## src/rtl/dpot_pkg.sv

```systemverilog
// Shared types and helpers for the Pmod DPOT ramp controller.
// Holds the FSM state set and the bounded-step code arithmetic.
package dpot_pkg;

  localparam int DPOT_CODE_W = 8;
  localparam logic [DPOT_CODE_W-1:0] DPOT_CODE_MIN = 8'h00;
  localparam logic [DPOT_CODE_W-1:0] DPOT_CODE_MAX = 8'hFF;

  typedef logic [DPOT_CODE_W-1:0] code_t;

  typedef enum logic [2:0] {
    IDLE,
    CALC,
    REQ,
    BUSY,
    DWELL
  } state_t;

  function automatic code_t next_code(
    input code_t cur,
    input code_t tgt,
    input code_t step
  );
    logic [8:0] diff;
    logic [8:0] inc;
    logic [8:0] sum;
    logic [8:0] room;
    code_t      res;
    diff = '0;
    inc  = '0;
    sum  = '0;
    room = '0;
    res  = cur;
    unique case (1'b1)
      (tgt > cur): begin
        diff = {1'b0, tgt} - {1'b0, cur};
        inc  = ({1'b0, step} < diff) ? {1'b0, step} : diff;
        sum  = {1'b0, cur} + inc;
        res  = (sum > {1'b0, DPOT_CODE_MAX}) ? DPOT_CODE_MAX : sum[7:0];
      end
      (tgt < cur): begin
        diff = {1'b0, cur} - {1'b0, tgt};
        inc  = ({1'b0, step} < diff) ? {1'b0, step} : diff;
        room = {1'b0, cur} - {1'b0, DPOT_CODE_MIN};
        sum  = {1'b0, cur} - inc;
        res  = (room < inc) ? DPOT_CODE_MIN : sum[7:0];
      end
      default: res = cur;
    endcase
    return res;
  endfunction

endpackage

```

## src/rtl/dpot_ready_sync.sv

```systemverilog
// Two-flop synchronizer for a ready flag from a divided clock domain.
// Resets to 1 so the far side reads as idle out of reset.
module dpot_ready_sync (
  input  logic clk,
  input  logic rst,
  input  logic d,
  output logic q
);

  logic meta;

  always_ff @(posedge clk or negedge rst) begin
    if (!rst) begin
      meta <= 1'b1;
      q    <= 1'b1;
    end else begin
      meta <= d;
      q    <= meta;
    end
  end

endmodule

```

## src/rtl/dpot_ramp_ctrl.sv

```systemverilog
// Slews the DPOT wiper to a target in bounded steps with a dwell per step.
// Optional handshake timeout: define DPOT_RAMP_TIMEOUT_EN.
module dpot_ramp_ctrl
  import dpot_pkg::*;
#(
  parameter int          DWELL_W     = 16,
  parameter logic [7:0]  INIT_CODE   = 8'h00,
  parameter int          TIMEOUT_CYC = 4096
) (
  input  logic               clk,
  input  logic               rst,
  input  logic [7:0]         target,
  input  logic [7:0]         step,
  input  logic [DWELL_W-1:0] dwell,
  input  logic               start,
  output logic [7:0]         dpot_value,
  output logic               dpot_update,
  input  logic               dpot_ready,
  output logic [7:0]         wiper,
  output logic               busy,
  output logic               done,
  output logic               timeout
);

  state_t             state;
  state_t             state_n;
  code_t              tgt_l;
  code_t              step_l;
  logic [DWELL_W-1:0] dwell_l;
  logic [DWELL_W-1:0] cnt;
  logic               rdy_s;
  logic               to_exp;
  logic               at_tgt;

  dpot_ready_sync u_sync (
    .clk (clk),
    .rst (rst),
    .d   (dpot_ready),
    .q   (rdy_s)
  );

  assign at_tgt = (wiper == tgt_l);

  always_ff @(posedge clk or negedge rst) begin
    if (!rst) state <= IDLE;
    else      state <= state_n;
  end

  // A start seen in CALC re-evaluates next cycle against the fresh target.
  always_comb begin
    state_n = state;
    unique case (state)
      IDLE: begin
        if (start) state_n = CALC;
      end
      CALC: begin
        if (start)       state_n = CALC;
        else if (at_tgt) state_n = IDLE;
        else             state_n = REQ;
      end
      REQ: begin
        if (!rdy_s)      state_n = BUSY;
        else if (to_exp) state_n = IDLE;
      end
      BUSY: begin
        if (rdy_s)       state_n = (dwell_l == '0) ? CALC : DWELL;
        else if (to_exp) state_n = IDLE;
      end
      DWELL: begin
        if (cnt == '0) state_n = CALC;
      end
      default: state_n = IDLE;
    endcase
  end

  always_comb begin
    dpot_update = 1'b0;
    busy        = 1'b0;
    dpot_update = (state == REQ);
    busy        = (state != IDLE);
  end

  always_ff @(posedge clk or negedge rst) begin
    if (!rst) begin
      tgt_l      <= INIT_CODE;
      step_l     <= 8'h01;
      dwell_l    <= '0;
      cnt        <= '0;
      dpot_value <= INIT_CODE;
      wiper      <= INIT_CODE;
      done       <= 1'b0;
    end else begin
      done <= 1'b0;
      if (start) begin
        tgt_l   <= target;
        step_l  <= (step == '0) ? 8'h01 : step;
        dwell_l <= dwell;
      end
      if (state == CALC && !start) begin
        if (at_tgt) done       <= 1'b1;
        else        dpot_value <= next_code(wiper, tgt_l, step_l);
      end
      if (state == BUSY && rdy_s) begin
        wiper <= dpot_value;
        cnt   <= dwell_l - 1'b1;
      end
      if (state == DWELL && cnt != '0) cnt <= cnt - 1'b1;
    end
  end

`ifdef DPOT_RAMP_TIMEOUT_EN
  localparam int TO_W = $clog2(TIMEOUT_CYC + 1);

  logic [TO_W-1:0] to_cnt;
  logic            waiting;
  logic            to_flag;

  assign waiting = (state == REQ) || (state == BUSY);
  assign to_exp  = waiting && (to_cnt == TO_W'(TIMEOUT_CYC - 1));
  assign timeout = to_flag;

  always_ff @(posedge clk or negedge rst) begin
    if (!rst) begin
      to_cnt  <= '0;
      to_flag <= 1'b0;
    end else begin
      if (!waiting || state_n != state) to_cnt <= '0;
      else                              to_cnt <= to_cnt + 1'b1;
      if (to_exp && state_n == IDLE) to_flag <= 1'b1;
    end
  end
`else
  logic unused_to;

  assign unused_to = TIMEOUT_CYC[0];
  assign to_exp    = 1'b0;
  assign timeout   = 1'b0;
`endif

endmodule
```

## config.mk

```make
export PLATFORM = sky130hd
export DESIGN_NAME = dpot_ramp_ctrl
export DESIGN_NICKNAME = d
export VERILOG_FILES = /design/src/rtl/dpot_pkg.sv /design/src/rtl/dpot_ready_sync.sv /design/src/rtl/dpot_ramp_ctrl.sv
export SDC_FILE = /design/constraint.sdc
export NUM_CORES = 1
export LEC_CHECK = 0
export CELL_PAD_IN_SITES_DETAIL_PLACEMENT = 0
export CELL_PAD_IN_SITES_GLOBAL_PLACEMENT = 1
export CORE_ASPECT_RATIO = 1.4
export CORE_MARGIN = 5
export CORE_UTILIZATION = 48
export DETAILED_ROUTE_END_ITERATION = 10
export PLACE_DENSITY = 0.95
export SLEW_MARGIN = 40
export SYNTH_ARGS = -nofsm -noshare
export SYNTH_HDL_FRONTEND = slang
export SYNTH_SLANG_ARGS = --single-unit
```

## constraint.sdc

```tcl
create_clock -name clk -period 9.1 [get_ports clk]
set_input_delay 2.73 -clock clk [delete_from_list [all_inputs] [get_ports clk]]
set_output_delay 2.73 -clock clk [all_outputs]
set_load 0.05 [all_outputs]
```

==> results of run 1 <==
-- final timing paths --
| kind | startpoint | endpoint | slack [ns] | cells past startpoint |
|---|---|---|---|---|
| worst max-delay path | wiper[1] | dpot_value[0] | 3.44 | 21 |
| worst min-delay path | u_sync.meta | u_sync.q | 0.36 | 0 |
| worst max register to register | wiper[1] | dpot_value[0] | 3.44 | 21 |
| worst min register to register | u_sync.meta | u_sync.q | 0.36 | 0 |
| max in group asynchronous | rst | dwell_l[8] | 6.14 | 2 |
| min in group asynchronous | rst | step_l[1] | 2.50 | 2 |
-- placed cells by master (no fill, tap or decap), drive strengths merged, types with 8 or more instances in the layout --
| cell type | instances |
|---|---|
| dfrtp | 67 |
| nand2 | 64 |
| o21ai | 64 |
| nor2 | 54 |
| clkdlybuf4s50 | 52 |
| ha | 48 |
| a21oi | 44 |
| inv | 36 |
| mux2 | 24 |
| nor3 | 19 |
| mux2i | 15 |
| a21o | 13 |
| xnor2 | 12 |
| clkbuf | 9 |
| a211oi | 9 |
| o21a | 8 |
| nor2b | 8 |
| o22ai | 8 |
| nand3 | 8 |
| nor4 | 8 |
-- through the flow --
stage / setup WS, ns / hold slack [ns] / power (W) / cell area [um^2] / instances
finish: 3.44 / 0.355 / 0.00229 / 6330 / 810
global route: 3.05 / 0.361 / 0.00247 / 6330 / 810
CTS: 3.50 / 0.356 / 0.00228 / 6330 / 810
detailed placement: 3.51 / 0.347 / 0.00191 / 6030 / 794
global placement: 3.35 / 0.347 / 0.00187 / 6020 / 794
floorplan: 3.94 / 0.345 / 0.00156 / 5440 / 623
-- layer usage --
layer  vias up  track usage [%]  wire length, um
met1      2273             23.3             5530
met3        36             2.93              455
li1       2306                -                -
met2       128             40.9             7730
met4         0             9.29              516
met5         -                0                0
-- area by class of cell --
cell class / count / share of cell area [%]
multi-input cells: 489 / 53.9
flip-flops and latches: 70 / 27.7
repair buffers: 57 / 8.84
clock buffers: 9 / 3.56
well taps: 144 / 2.85
inverters: 34 / 2.02
clock inverters: 7 / 1.15
-- flip-flops by register name, summed over array words and instances, names as in the netlist --
register,cells
wiper,8
dwell_l,16
cnt,16
tgt_l,8
dpot_value,8
u_sync.meta,1
u_sync.q,1
state,3
step_l,8
done,1
-- logic make-up (layout without fill, tap and decap cells) --
| kind of cell | after synthesis | count (layout) | share of synthesized area [%] |
|---|---|---|---|
| buf+inv | 64 | 107 | 5.24 |
| flops | 70 | 70 | 32.3 |
| compound gates | 187 | 187 | 21.8 |
| xor+xnor | 18 | 18 | 2.90 |
| fa+ha+maj | 52 | 52 | 12.5 |
| simple gates | 192 | 192 | 17.2 |
| other cells | 1 | 1 | 0.0689 |
| mux | 39 | 39 | 8.02 |
-- synth_stat cells, types with 7 or more instances --
cell type / count / area, um^2
mux2i_1: 14 / 140
nor2_1: 54 / 203
dfrtp_1: 67 / 1680
nand2b_1: 7 / 43.8
o21ai_0: 59 / 295
clkbuf_1: 18 / 67.6
nor2b_1: 8 / 50.1
o22ai_1: 8 / 50.1
a211oi_1: 8 / 60.1
o31ai_1: 7 / 52.6
nor3_1: 17 / 85.1
ha_1: 48 / 601
nand3_1: 8 / 40.0
nand2_1: 64 / 240
a21o_1: 12 / 90.1
xnor2_1: 12 / 105
inv_1: 34 / 128
o21a_1: 8 / 60.1
mux2_2: 23 / 259
a21oi_1: 42 / 210
-- critical path: stages (launching register included) --
cell,delay [ns]
dfrtp_1,0.57
inv_1,0.16
ha_1,0.36
nor2b_1,0.16
o31a_1,0.30
o31a_1,0.29
o21ai_0,0.16
nand2b_1,0.09
xnor2_1,0.16
ha_1,0.30
a21oi_1,0.09
a211oi_4,0.61
mux2i_1,0.18
ha_1,0.26
fa_1,0.43
nand3_1,0.14
a21boi_0,0.15
and3_1,0.23
o22ai_1,0.39
nand2_1,0.22
o22ai_1,0.21
o21ai_1,0.08
-- power breakdown --
part / internal (W) / switching [W]
clock: 0.000213 / 0.000148
combinational: 0.000571 / 0.000824
sequential: 0.000398 / 0.000133
total: 0.00118 / 0.00111
==> reports/qor.csv, run 1 <==
stage;metric;value;unit
timing;hold_viol;0;
placed_design;portBuffers;54;
detailed_routing;num_vias;4743;
timing;finalSetupTns;0;ns
layout;syn_to_final_growth;16.3;%
clocking;cts_root_buffer;clkbuf_16;
detailed_routing;dr.pass1.iters;4;
power;p_leak;2.73;nW
floorplan;io_pins;56;
timing;worst_pin_slew;0.690;ns
floorplan;std_cell_rows;46;
global_routing;grt_pass1_wl;23400;um
timing;fin_worst_skew;0.00634;ns
clocking;cts_hold_buffers;0;
detailed_routing;drc;0;
logic_synthesis;ys_seq_area_share;32.3;%
floorplan;start_util;48.5;%
layout;fill_cells;1043;
logic_synthesis;yosysWarningCount;0;
logic_synthesis;synth_ff_type;dfrtp_1;
clocking;post_cts_buffers;0;
global_routing;grt_pass1_vias;4836;
placed_design;place.gp.congestion;0.975;
layout;register_area;0.00176;mm^2
critical_path;cp_max_fo;8;
clocking;cts_tree;done;
layout;utilization;56.4;%
clocking;htreeDepth;3;
global_routing;grt_max_degree;71;
timing;setup_viol_count_final;0;
layout;layout.nets;749;
critical_path;cp.arrival;5.86;ns
clocking;numCtsBuffers;9;
detailed_routing;wire_per_inst;17.6;um
floorplan;die_area;0.0136;mm^2
floorplan;die_y;136;um
logic_synthesis;synth_edf_count;0;
floorplan;core;0.0112;mm^2
power;p_per_area;361;mW/mm^2
detailed_routing;ant_nets;0;
logic_synthesis;async_flop_share;100;%
logic_synthesis;yosysUniqueCellTypes;68;
detailed_routing;drtIter0Drc;228;
global_routing;grt_overflow;0;
detailed_routing;vias_per_cell;5.86;
floorplan;fp.dieW;100;um
layout;multi_input_area;0.00341;mm^2
worst_hold_path;hold_path.class;reg2reg;
timing;max_freq;177;MHz
outcome;status;finished, final reports clean;
logic_synthesis;synth_seq_cells;70;
timing;rsz0062_at_grt;false;
critical_path;crit_path_start_kind;register;
critical_path;end_kind;register;
clocking;clk_latency;0.34;ns
timing;period_needed;5.66;ns
power;peakVddDrop;0.136;mV
timing;period_share;62.2;%
logic_synthesis;syn_inst;623;
logic_synthesis;syn-cell-area;0.00544;mm^2
layout;diodes;0;
clocking;clk_path_buf_depth;2;
critical_path;crit_type;reg2reg;
detailed_routing;drt-total-wl;14200;um
flow_run;max-cap-violations;0;
clocking;numClockSinks;70;
layout;drive_gt1_share;9.61;%
placed_design;dp_hpwl;10700;um
logic_synthesis;syn_area_per_cell;8.74;um^2
critical_path;required;9.30;ns
timing;finalMaxSlewViolations;0;
clocking;ctsResizeCount;0;
clocking;clk_pin_slew;0.06;ns
global_routing;track_usage;21.5;%
logic_synthesis;syn_nets;711;
timing;slew-limit-headroom;53.8;%
global_routing;antenna_found_initial;0;
No activity file was read; power rests on OpenSTA's default activity.
==> run 2: changes to the inputs <==
--- a/config.mk
+++ b/config.mk
@@ -9,9 +9,9 @@
 export CELL_PAD_IN_SITES_GLOBAL_PLACEMENT = 1
 export CORE_ASPECT_RATIO = 1.4
 export CORE_MARGIN = 5
-export CORE_UTILIZATION = 48
+export CORE_UTILIZATION = 40
 export DETAILED_ROUTE_END_ITERATION = 10
-export PLACE_DENSITY = 0.95
+export PLACE_DENSITY = 0.88
 export SLEW_MARGIN = 40
 export SYNTH_ARGS = -nofsm -noshare
 export SYNTH_HDL_FRONTEND = slang
==> constraint.sdc (replaced) <==
create_clock -name clk -period 4.84 [get_ports clk]
set_input_delay 1.452 -clock clk [delete_from_list [all_inputs] [get_ports clk]]
set_output_delay 1.452 -clock clk [all_outputs]
set_load 0.05 [all_outputs]
==> reports/qor.csv, run 2 (synthesized netlist as in run 1, its figures left out) <==
stage;metric;value;unit;change
outcome;status;finished, final reports clean;;
global_routing;grt_pass1_vias;4975;;+2.9%
critical_path;reg2reg_depth;23;;+9.5%
timing;period_needed;4.65;ns;-1.01 ns
power;total_power;0.00476;W;+110%
power;p_per_area;709;mW/mm^2;+96%
worst_hold_path;hold_depth;0;;unchanged
timing;max_freq;215;MHz;+22%
layout;drive_gt1_share;17.4;%;+7.8 points
clocking;cts_root_buffer;clkbuf_16;;
clocking;cts_hold_buffers;0;;unchanged
timing;finalMaxSlewViolations;0;;unchanged
placed_design;place.gp.congestion;0.941;;-3.5%
worst_hold_path;worstHoldStart;u_sync.meta;;
placed_design;dp_hpwl;11600;um;+7.9%
global_routing;grt_overflow;0;;unchanged
detailed_routing;drtIter0Drc;221;;-3.1%
layout;diodes;0;;unchanged
clocking;htreeDepth;3;;unchanged
floorplan;core;0.0134;mm^2;+19%
layout;syn_to_final_growth;23.5;%;
layout;largestRegisters;cnt: 16 flops, dwell_l: 16 flops;;
timing;period_share;96.1;%;+34 points
worst_hold_path;hold_end;u_sync.q;;
critical_path;reg2reg_slack;0.19;ns;-3.25 ns
clocking;clk_pin_slew;0.06;ns;about the same
layout;final_cell_mix;65 x dfrtp_1, 63 x nand2_1, 53 x nor2_1, 52 x o21ai_0, 52 x clkdlybuf4s50_1;;
timing;setup_viol_count_final;0;;unchanged
timing;worst_pin_slew;0.791;ns;+0.100 ns
clocking;cts_tree;done;;
timing;hold_viol;0;;unchanged
critical_path;max_stage_delay;0.43;ns;-0.18 ns
detailed_routing;drt-total-wl;15400;um;+8.3%
detailed_routing;drc;0;;unchanged
timing;fin_worst_skew;0.00867;ns;+0.00233 ns
critical_path;worstReg2RegStart;wiper[1];;
critical_path;crit_top_cell;a21oi_2;;
flow_run;max-cap-violations;0;;unchanged
clocking;numCtsBuffers;9;;unchanged
power;p_clk_share;15.7;%;about the same
clocking;clk_latency;0.35;ns;about the same
critical_path;cp_slowest_cell;dfrtp_2;;
floorplan;fp.dieW;109;um;+8.6%
critical_path;crit_type;reg2reg;;
critical_path;end_kind;register;;
critical_path;required;5.05;ns;-4.25 ns
power;p_leak;2.84;nW;+3.9%
critical_path;cp_max_fo;5;;-3
worst_hold_path;hold_path.class;reg2reg;;
power;p_int;0.00253;W;+110%
timing;whs;0.360;ns;+0.00491 ns
global_routing;antenna_found_initial;0;;unchanged
power;power_switching;0.00223;W;+100%
critical_path;cp.arrival;4.86;ns;-1.00 ns
global_routing;grt_pass1_wl;24800;um;+6.1%
detailed_routing;dr.pass1.iters;4;;unchanged
critical_path;rr_endpoint;dpot_value[5];;
power;peakVddDrop;0.329;mV;+140%
detailed_routing;wire_per_inst;17.8;um;+1.4%
power;power_frac_comb;64.0;%;+3.0 points
global_routing;grt_max_degree;54;;-24%
floorplan;die_y;148;um;+8.8%
clocking;numClockSinks;70;;unchanged
floorplan;start_util;40.7;%;-7.8 points
floorplan;die_area;0.0161;mm^2;+18%
power;p_sw_share;46.9;%;-1.4 points
timing;slew-limit-headroom;47.3;%;-6.5 points
floorplan;std_cell_rows;50;;+8.7%
power;p_seq_share;20.3;%;-2.9 points
placed_design;portBuffers;54;;unchanged
detailed_routing;num_vias;4815;;+1.5%
floorplan;io_pins;56;;unchanged
layout;layout.nets;766;;+2.3%
detailed_routing;vias_per_cell;5.57;;-4.9%
clocking;clk_path_buf_depth;2;;unchanged
critical_path;worstPathCellList;buf_4 > fa_2 > nor2b_1 > o21ai_1 > nand2b_1 > a21o_1 > a21oi_2 > xor2_1 > ha_2 > o21ai_0 > nand2b_1 > a21oi_2 > a211oi_4 > buf_4 > mux2i_1 > ha_1 > o21ai_0 > o21bai_1 > a21oi_2 > xor2_1 > nand2_1 > a22oi_1 > o21ai_1;;
detailed_routing;ant_nets;0;;unchanged
critical_path;crit_path_start_kind;register;;
global_routing;track_usage;19.8;%;-1.7 points
layout;final_common_cell;dfrtp_1;;
[run 2: cell count changes in the layout (fill, tap and decap cells not counted), moves of 6 or more]
cell     delta
o21ai_1     +7
mux2i_1     -6
buf_4      +19
o21ai_0     -7
ha_2        +7
ha_1        -7
[run 2: power by group through the flow]
stage	clock (W)	sequential [W]	combinational (W)
final	0.000749	0.000966	0.00305
after global routing	0.000788	0.000996	0.00334
after CTS	0.000763	0.000970	0.00279
after detailed placement	0	0.000978	0.00274
after global placement	0	0.000964	0.00267
after floorplan	0	0.00111	0.00183
[run 2: critical path, delay by kind of cell (launching register included)]
kind | cells | cell delay, ns
AOI/OAI and AO/OA | 11 | 1.53
adders and majority gates | 3 | 1.07
DFF | 1 | 0.43
and+or+nand+nor | 4 | 0.43
buffers and inverters | 2 | 0.40
xor gates and xnor gates | 2 | 0.34
muxes | 1 | 0.30
[run 2: what timing repair did]
action / in CTS / in global routing
pin swaps: 2 / 10
gates resized for setup: 9 / 43
endpoints found under the setup margin: 8 / 8
setup buffers: 0 / 5
[run 2: per-layer routing]
metal / global-route usage [%] / routed length [um] / vias to the layer above
met5: 0 / 0 / -
met3: 2.23 / 476 / 40
met2: 36.4 / 8280 / 117
met4: 10.4 / 639 / 0
li1: - / - / 2341
met1: 21.8 / 6020 / 2317
[run 2: per-stage QoR]
step	instances	setup TNS [ns]	utilization (%)	setup WS [ns]	instance area [um^2]
5_1_grt	865	-0.115	50.2	-0.0368	6720
6_report	865	0	50.2	0.190	6720
3_5_place_dp	844	-0.835	46.1	-0.137	6170
3_3_place_gp	844	-0.0659	46.0	-0.0659	6160
4_1_cts	860	0	48.8	0.00247	6530
2_1_floorplan	623	0	-	0.0121	5450
[run 2: layout make-up]
| class | instances | area [um^2] |
|---|---|---|
| Timing Repair Buffer | 74 | 686 |
| Clock buffer | 13 | 260 |
| Sequential cell | 70 | 1760 |
| Clock inverter | 3 | 67.6 |
| Tap cell | 182 | 228 |
| Multi-Input combinational cell | 489 | 3590 |
| Inverter | 34 | 128 |
| Fill cell | 1291 | 6670 |
[run 2: worst max-delay path by stage]
stage	from	end	cells after the start
global route	wiper[1]	dpot_value[4]	21
CTS	wiper[2]	dpot_value[1]	22
global placement	wiper[0]	dpot_value[6]	23
finish	wiper[1]	dpot_value[5]	23
floorplan	wiper[2]	dpot_value[3]	24
detailed placement	wiper[1]	dpot_value[1]	21
==> run 3: changes to the inputs <==
--- a/config.mk
+++ b/config.mk
@@ -10,6 +10,7 @@
 export CORE_ASPECT_RATIO = 1.4
 export CORE_MARGIN = 5
 export CORE_UTILIZATION = 40
+export CTS_BUF_LIST = sky130_fd_sc_hd__clkbuf_8 sky130_fd_sc_hd__clkbuf_16
 export DETAILED_ROUTE_END_ITERATION = 10
 export PLACE_DENSITY = 0.88
 export SLEW_MARGIN = 40
==> reports/qor.csv, run 3 (synthesized netlist as in run 1, its figures left out) <==
stage;metric;value;unit;change
outcome;status;finished, final reports clean;;
power;power_switching;0.00224;W;about the same
global_routing;use_met2;36.4;%;unchanged
power;p_seq_share;20.3;%;about the same
placed_design;portBuffers;54;;unchanged
power;power_frac_comb;64.0;%;about the same
detailed_routing;num_vias;4821;;+0.12%
floorplan;io_pins;56;;unchanged
critical_path;cp_max_fo;5;;unchanged
detailed_routing;dr.pass1.iters;4;;unchanged
layout;largestRegisters;cnt: 16 flops, dwell_l: 16 flops;;
critical_path;crit_path_start_kind;register;;
critical_path;reg2reg_depth;23;;unchanged
floorplan;die_area;0.0161;mm^2;unchanged
global_routing;grt_overflow;0;;unchanged
layout;final_cell_mix;65 x dfrtp_1, 63 x nand2_1, 53 x nor2_1, 52 x o21ai_0, 52 x clkdlybuf4s50_1;;
power;p_int;0.00253;W;-0.17%
floorplan;start_util;40.7;%;unchanged
clocking;numCtsBuffers;9;;unchanged
clocking;numClockSinks;70;;unchanged
timing;period_share;96.1;%;about the same
timing;setup_viol_count_final;0;;unchanged
clocking;clk_pin_slew;0.06;ns;about the same
global_routing;busiest_layer;met2;;
placed_design;place.gp.congestion;0.941;;unchanged
worst_hold_path;hold_depth;0;;unchanged
floorplan;std_cell_rows;50;;unchanged
floorplan;core;0.0134;mm^2;unchanged
clocking;cts_root_buffer;clkbuf_16;;
detailed_routing;wire_per_inst;17.8;um;about the same
clocking;cts_tree;done;;
timing;worst_pin_slew;0.791;ns;+0.000746 ns
timing;slew-limit-headroom;47.2;%;-0.050 points
clocking;clk_path_buf_depth;2;;unchanged
placed_design;dp_hpwl;11600;um;unchanged
detailed_routing;drc;0;;unchanged
layout;syn_to_final_growth;23.5;%;unchanged
critical_path;crit_type;reg2reg;;
placed_design;dpl.cell_count;844;;unchanged
floorplan;die_y;148;um;unchanged
global_routing;grt_pass1_wl;24800;um;unchanged
critical_path;cp.arrival;4.87;ns;about the same
power;p_leak;2.85;nW;+0.29%
layout;final_common_cell;dfrtp_1;;
worst_hold_path;hold_path.class;reg2reg;;
global_routing;use_met1;21.8;%;unchanged
global_routing;track_usage;19.8;%;unchanged
clocking;clk_latency;0.35;ns;about the same
layout;drive_gt1_share;17.4;%;unchanged
floorplan;fp.dieW;109;um;unchanged
global_routing;grt_pass1_vias;4975;;unchanged
timing;finalMaxSlewViolations;0;;unchanged
clocking;htreeDepth;3;;unchanged
timing;fin_worst_skew;0.00885;ns;+0.000186 ns
power;p_sw_share;46.9;%;+0.065 points
timing;hold_viol;0;;unchanged
global_routing;antenna_found_initial;0;;unchanged
power;p_clk_share;15.7;%;about the same
timing;max_freq;215;MHz;about the same
detailed_routing;drtIter0Drc;214;;-3.2%
detailed_routing;ant_nets;0;;unchanged
power;p_per_area;709;mW/mm^2;about the same
detailed_routing;drt-total-wl;15400;um;about the same
global_routing;grt_max_degree;54;;unchanged
timing;finalSetupTns;0;ns;unchanged
power;peakVddDrop;0.330;mV;+0.21%
global_routing;use_met3;2.23;%;unchanged
critical_path;end_kind;register;;
clocking;cts_hold_buffers;0;;unchanged
layout;fin_cells;865;;unchanged
flow_run;max-cap-violations;0;;unchanged
layout;layout.nets;766;;unchanged
detailed_routing;vias_per_cell;5.57;;+0.12%
layout;utilization;50.2;%;unchanged
critical_path;required;5.05;ns;about the same
layout;diodes;0;;unchanged
timing;period_needed;4.65;ns;+0.00253 ns
run 3: repair_timing:
item,in CTS,in global routing
endpoints found under the hold margin,0,0
buffers inserted,0,5
resized for setup,9,43
gates cloned,0,0
endpoints found under the setup margin,8,8
pin swaps,2,10
run 3: metal layers:
metal | vias up | share of wire (%)
li1 | 2342 | -
met3 | 40 | 3.1
met2 | 119 | 54
met1 | 2320 | 39
met5 | - | 0
met4 | 0 | 4.1
run 3: per-stage QoR:
stage	area (um^2)	power [W]	hold WS, ns	worst slack [ns]
finish	6720	0.00476	0.360	0.187
global route	6720	0.00512	0.366	-0.0371
CTS	6530	0.00452	0.363	0.00277
global placement	6160	0.00363	0.349	-0.0659
detailed placement	6170	0.00371	0.349	-0.137
floorplan	5450	0.00294	0.345	0.0121
run 3: worst paths after layout:
kind / slack (ns) / startpoint / endpoint
worst min register to register: 0.36 / u_sync.meta / u_sync.q
max in group asynchronous: 2.98 / rst / dpot_value[0]
worst max register to register: 0.19 / wiper[1] / dpot_value[5]
worst min-delay path: 0.36 / u_sync.meta / u_sync.q
min in group asynchronous: 1.04 / rst / step_l[6]
worst max-delay path: 0.19 / wiper[1] / dpot_value[5]
run 3: critical path, stage by stage (launching register included):
cell and delay (ns):
dfrtp_2 0.43, buf_4 0.19, fa_2 0.41, nor2b_1 0.12, o21ai_1 0.06, nand2b_1 0.15
a21o_1 0.16, a21oi_2 0.06, xor2_1 0.18, ha_2 0.33, o21ai_0 0.07, nand2b_1 0.09
a21oi_2 0.08, a211oi_4 0.19, buf_4 0.21, mux2i_1 0.30, ha_1 0.33, o21ai_0 0.27
o21bai_1 0.14, a21oi_2 0.22, xor2_1 0.16, nand2_1 0.07, a22oi_1 0.21, o21ai_1 0.07
run 3: area by class of cell:
| cell class | count | area, um^2 |
|---|---|---|
| clock buffers | 11 | 253 |
| clock inverters | 5 | 75.1 |
| fillers | 1291 | 6670 |
| inverters | 34 | 128 |
| multi-input cells | 489 | 3590 |
| flip-flops and latches | 70 | 1760 |
| well taps | 182 | 228 |
| repair buffers | 74 | 686 |
run 3: power groups by stage:
stage / clock, W / combinational, W / sequential (W)
2_1_floorplan: 0 / 0.00183 / 0.00111
3_3_place_gp: 0 / 0.00267 / 0.000964
3_5_place_dp: 0 / 0.00274 / 0.000978
4_1_cts: 0.000759 / 0.00279 / 0.000970
5_1_grt: 0.000785 / 0.00334 / 0.000996
6_report: 0.000746 / 0.00305 / 0.000966
